$ cat src/rtl/pc_sequencer.sv
// Program counter fetch/update sequencer: boot, fetch handshake, execute wait, PC update.
// Optional fetch watchdog enabled by defining PCSEQ_TIMEOUT_EN.
module pc_sequencer #(
  parameter logic [31:0] RESET_VECTOR  = 32'h0000_0000,
  parameter int          FETCH_TIMEOUT = 16
) (
  input  logic        clk,
  input  logic        rst,
  input  logic        start,
  input  logic        halt,
  input  logic [31:0] pc_q,
  input  logic        imem_rdy,
  input  logic        exec_done,
  input  logic        br_taken,
  input  logic [31:0] br_target,
  output logic        imem_req,
  output logic [31:0] imem_addr,
  output logic        instr_valid,
  output logic        pc_ld,
  output logic        pc_inc,
  output logic        pc_clr,
  output logic [31:0] pc_d,
  output logic        fault,
  output logic [2:0]  state
);

  typedef enum logic [2:0] {
    S_IDLE   = 3'd0,
    S_BOOT   = 3'd1,
    S_FETCH  = 3'd2,
    S_EXEC   = 3'd3,
    S_UPDATE = 3'd4,
    S_FAULT  = 3'd5
  } state_t;

  state_t      state_reg, state_next;
  logic        halt_pend_reg;
  logic        br_taken_reg;
  logic [31:0] br_target_reg;
  logic        instr_valid_reg;

`ifdef PCSEQ_TIMEOUT_EN
  localparam int WAIT_W = $clog2(FETCH_TIMEOUT);
  logic [WAIT_W-1:0] wait_cnt_reg;
  logic              timeout_hit;

  assign timeout_hit = (wait_cnt_reg == WAIT_W'(FETCH_TIMEOUT - 1));

  // Counter idles at zero outside FETCH, so it is already cleared on entry.
  always_ff @(posedge clk or negedge rst) begin
    if (!rst)
      wait_cnt_reg <= '0;
    else if (state_reg != S_FETCH)
      wait_cnt_reg <= '0;
    else if (!imem_rdy)
      wait_cnt_reg <= wait_cnt_reg + 1'b1;
  end
`endif

  always_comb begin
    state_next = state_reg;
    case (state_reg)
      S_IDLE:   if (start && !halt) state_next = S_BOOT;
      S_BOOT:   state_next = S_FETCH;
      S_FETCH: begin
        if (imem_rdy)
          state_next = S_EXEC;
`ifdef PCSEQ_TIMEOUT_EN
        else if (timeout_hit)
          state_next = S_FAULT;
`endif
      end
      S_EXEC: begin
        if (exec_done)
          state_next = (br_taken && (br_target[1:0] != 2'b00)) ? S_FAULT : S_UPDATE;
      end
      S_UPDATE: state_next = halt_pend_reg ? S_IDLE : S_FETCH;
      S_FAULT:  state_next = S_FAULT;
      default:  state_next = S_IDLE;
    endcase
  end

  always_comb begin
    imem_req    = 1'b0;
    imem_addr   = 32'h0;
    instr_valid = instr_valid_reg;
    pc_ld       = 1'b0;
    pc_inc      = 1'b0;
    pc_clr      = 1'b0;
    pc_d        = 32'h0;
    fault       = 1'b0;
    case (state_reg)
      S_IDLE: pc_clr = 1'b1;
      S_BOOT: begin
        pc_ld = 1'b1;
        pc_d  = RESET_VECTOR;
      end
      S_FETCH: begin
        imem_req  = 1'b1;
        imem_addr = pc_q;
      end
      S_UPDATE: begin
        pc_ld  = 1'b1;
        pc_d   = br_taken_reg ? br_target_reg : pc_q;
        pc_inc = !br_taken_reg;
      end
      S_FAULT: fault = 1'b1;
      default: ;
    endcase
  end

  assign state = state_reg;

  always_ff @(posedge clk or negedge rst) begin
    if (!rst) begin
      state_reg       <= S_IDLE;
      halt_pend_reg   <= 1'b0;
      br_taken_reg    <= 1'b0;
      br_target_reg   <= 32'h0;
      instr_valid_reg <= 1'b0;
    end else begin
      state_reg       <= state_next;
      instr_valid_reg <= (state_reg == S_FETCH) && imem_rdy;
      if (state_next == S_IDLE)
        halt_pend_reg <= 1'b0;
      else if (halt && (state_reg != S_IDLE) && (state_reg != S_FAULT))
        halt_pend_reg <= 1'b1;
      if ((state_reg == S_EXEC) && exec_done) begin
        br_taken_reg  <= br_taken;
        br_target_reg <= br_target;
      end
    end
  end

endmodule

$ cat config.mk
export PLATFORM = sky130hd
export DESIGN_NAME = pc_sequencer
export DESIGN_NICKNAME = d
export VERILOG_FILES = /design/src/rtl/pc_sequencer.sv
export SDC_FILE = /design/constraint.sdc
export NUM_CORES = 1
export LEC_CHECK = 0
export CAP_MARGIN = 20
export CORE_MARGIN = 2
export CORE_UTILIZATION = 39
export DETAILED_ROUTE_END_ITERATION = 10
export PLACE_DENSITY = 0.86
export SYNTH_ARGS = -nofsm -noshare
export SYNTH_HDL_FRONTEND = slang
export SYNTH_SLANG_ARGS = --single-unit
export TNS_END_PERCENT = 1
$ cat constraint.sdc
create_clock -name clk -period 3 [get_ports clk]
set_input_delay 0.45 -clock clk [delete_from_list [all_inputs] [get_ports clk]]
set_output_delay 0.45 -clock clk [all_outputs]
set_load 0.02 [all_outputs]
==> metrics.md <==
| Metric | Value |
|---|---|
| Outcome | completed |
| Top cells by count, synth | dfrtp_1, nor2_1, mux2_2, and2_1, mux2i_1 |
| Post-CTS Hold Fix Bufs | 0 |
| Global-route wire length before repair | 9.56 mm |
| Routed via count | 2022 |
| DR iter-0 viols | 104 |
| Fin. Hold Viols | 0 |
| CTS buffer count | 5 |
| NumNets Final | 419 |
| Core area | 0.00551 mm^2 |
| H-tree Lvls | 2 |
| Post-synthesis cell count | 210 |
| Die H | 79.6 um |
| Psw | 1210 uW |
| Comb pwr share | 0.546 |
| Drt pass-1 iters | 4 |
| Unrepaired setup endpoints after global routing | false |
| Final wirelength | 6.07 mm |
| Crit-path max FO | 34 |
| # setup viols final | 0 |
| Initial antenna violation count | 0 |
| Clock sink count | 38 |
| Fillers | 458 |
| Internal power | 2030 uW |
| Max stage delay on crit path | 1.00 ns |
| Worst slew margin | 0.364 |
| Peak supply drop | 478 uV |
| Post-synthesis sequential area ratio | 0.427 |
| Pre-CTS setup slack | 0.597 ns |
| Routed wl met2 | 3.12 mm |
| Post-CTS Setup Repair Bufs | 0 |
| CP required | 2.55 ns |
| CTS tree | built |
| Cell taking the most area after synthesis | dfrtp_1 |
| MaxCap Viol Count | 0 |
| Routability Congestion | 0.751 |
| CP Data Arrival Time | 2.24 ns |
| Clock network power share | 0.131 |
| Syn Area/Cell | 10.6 um^2 |
| Slew @ Worst Pin | 0.954 ns |
| FP Rows | 27 |
| Met1 Wirelength | 2.41 mm |
| Setup CP Type | flop to primary output |
| # diodes | 0 |
| Top post-synthesis cells by area | dfrtp_1, mux2_2, mux2i_1 |
| Detail Placement HPWL | 4.56 mm |
| Post-synth EDFFs | 0 |
| Final Critical Period | 2.69 ns |
| Full die area | 0.00633 mm^2 |
| Largest net degree at the start of global routing | 39 |
| Setup ws final | 0.311 ns |
| CP endpoint kind | primary output |
| Clk buf depth | 2 |
| Die Wd | 79.6 um |
| Worst hold-check path type | input port to async pin |
| Leak | 0.00159 uW |
| Cell variety after synth | 31 |
| Ports | 144 |
| Crit path max-delay cell type | dfrtp_2 |
| Mapped Nets | 281 |
| Clock skew | 0.00267 ns |
| Post-CTS sizing | 0 |
| Synth Warn # | 0 |
| Post-DR vias/cell | 4.80 |
| Fraction of registers with async set/reset | 1.00 |
| Top cell type's share of synthesized area | 0.427 |
| CP startpoint kind | flop |
| Sequential share of power | 0.323 |
| Most common cell in the netlist | dfrtp_1 |
| Worst-path clk slew | 0.07 ns |
| Synthesized area | 0.00223 mm^2 |
| DRC viols | 0 |
| Max Slew Vio Count | 0 |
| GRT Overall Usage | 0.191 |
| Routed wire per std cell | 14.4 um |
| Later-pin clock latency in the skew report | 0.28 ns |
| Antenna-violating nets left | 0 |
| Final global-route overflow total | 0 |
| Largest register FFs | 32 |
| Final setup TNS | 0 ns |
| Uppermost layer routed | met4 |
| Yosys reg bits | 38 |
| Buffers added on ports | 143 |
| Crit-path cells | mux2i_1 > nor2_1 > clkdlybuf4s50_1 |
| Number of global-route vias before repair | 2107 |
| Fmax | 372 MHz |
| Root Buffer | clkbuf_8 |
| Final period util | 0.896 |
| Initial Util | 0.404 |
| Share of cells above drive strength 1 | 0.146 |
| Met3 routed wirelength | 528 um |
| Switch share | 0.373 |
| Area Overhead vs Synth | 70.8% |
| Synth Flop Type | dfrtp_1 |
| Total power divided by cell area | 852 mW/mm^2 |
==> cell families after synthesis <==
family / count (synthesis) / synth area share
muxes: 65 / 0.311
DFF: 38 / 0.427
buffers and inverters: 17 / 0.0376
and+or+nand+nor: 81 / 0.194
AOI/OAI and AO/OA: 8 / 0.0264
xor gates and xnor gates: 1 / 0.00393
==> metrics by stage <==
stage | area (um^2) | std cells | hold slack (ns) | total power (uW) | util
6_report | 3800 | 421 | 0.270 | 3240 | 0.691
5_1_grt | 3800 | 421 | 0.328 | 3450 | 0.691
4_1_cts | 3800 | 421 | 0.301 | 3280 | 0.691
3_5_place_dp | 3690 | 413 | 0.494 | 2850 | 0.671
3_3_place_gp | 3690 | 413 | 0.471 | 2800 | 0.671
2_1_floorplan | 2230 | 210 | 0.154 | 2130 | -
==> final timing paths <==
kind | startpoint | end | slack (ns) | cells after the start
min in group clk | halt_pend_reg | state[1] | 0.50 | 1
worst min register to register | halt_pend_reg | state[1] | 0.50 | 1
worst max register to register | state[2] | br_target_reg[22] | 1.02 | 3
worst max-delay path | br_taken_reg | pc_d[26] | 0.31 | 3
worst min-delay path | rst | br_target_reg[26] | 0.27 | 1
max in group asynchronous | rst | br_taken_reg | 2.14 | 1
==> layer usage <==
metal  vias up  GRT usage
li1        986          -
met1       950      0.212
met2        84      0.347
met3         2     0.0713
met4         0     0.0414
met5         -          0
==> worst max-delay path: cells and delay by family, from the launching register on <==
kind | cells | cell delay [ns]
flops | 1 | 1.00
buf+inv | 1 | 0.62
simple gates | 1 | 0.13
mux | 1 | 0.18
==> placed cells by master, fill, tap and decap left out, drive strengths merged <==
master and count:
and2 32, nor4bb 1, mux2 33, a21boi 1, and3b 2, clkdlybuf4s50 142, o32a 1, dfrtp 38
nor2 35, nand3 1, or4b 1, clkbuf 5, buf 5, o22ai 1, nand2 3, o21a 1
a21oi 1, a211o 1, o31a 1, mux2i 32, nand2b 1, nor3 2, clkinv 2, xnor2 1
o21ai 1, or2 1, inv 1, bufinv 1, nand3b 1, nor2b 1
==> power by group through the flow <==
stage / Sequential, uW / Clock (uW) / Combinational [uW]
6_report: 1050 / 424 / 1770
5_1_grt: 1090 / 458 / 1900
4_1_cts: 1060 / 436 / 1790
3_5_place_dp: 1070 / 0 / 1780
3_3_place_gp: 1060 / 0 / 1740
2_1_floorplan: 899 / 0 / 1230
==> layout make-up <==
cell class	instances	area [um^2]	share of cell area
Clock buffer	5	68.8	0.0181
Inverter	1	3.75	0.000987
Clock inverter	3	40.0	0.0105
Sequential cell	38	952	0.250
Tap cell	72	90.1	0.0237
Multi-Input combinational cell	155	1190	0.313
Timing Repair Buffer	147	1460	0.383
No activity file was read; power rests on OpenSTA's default activity.
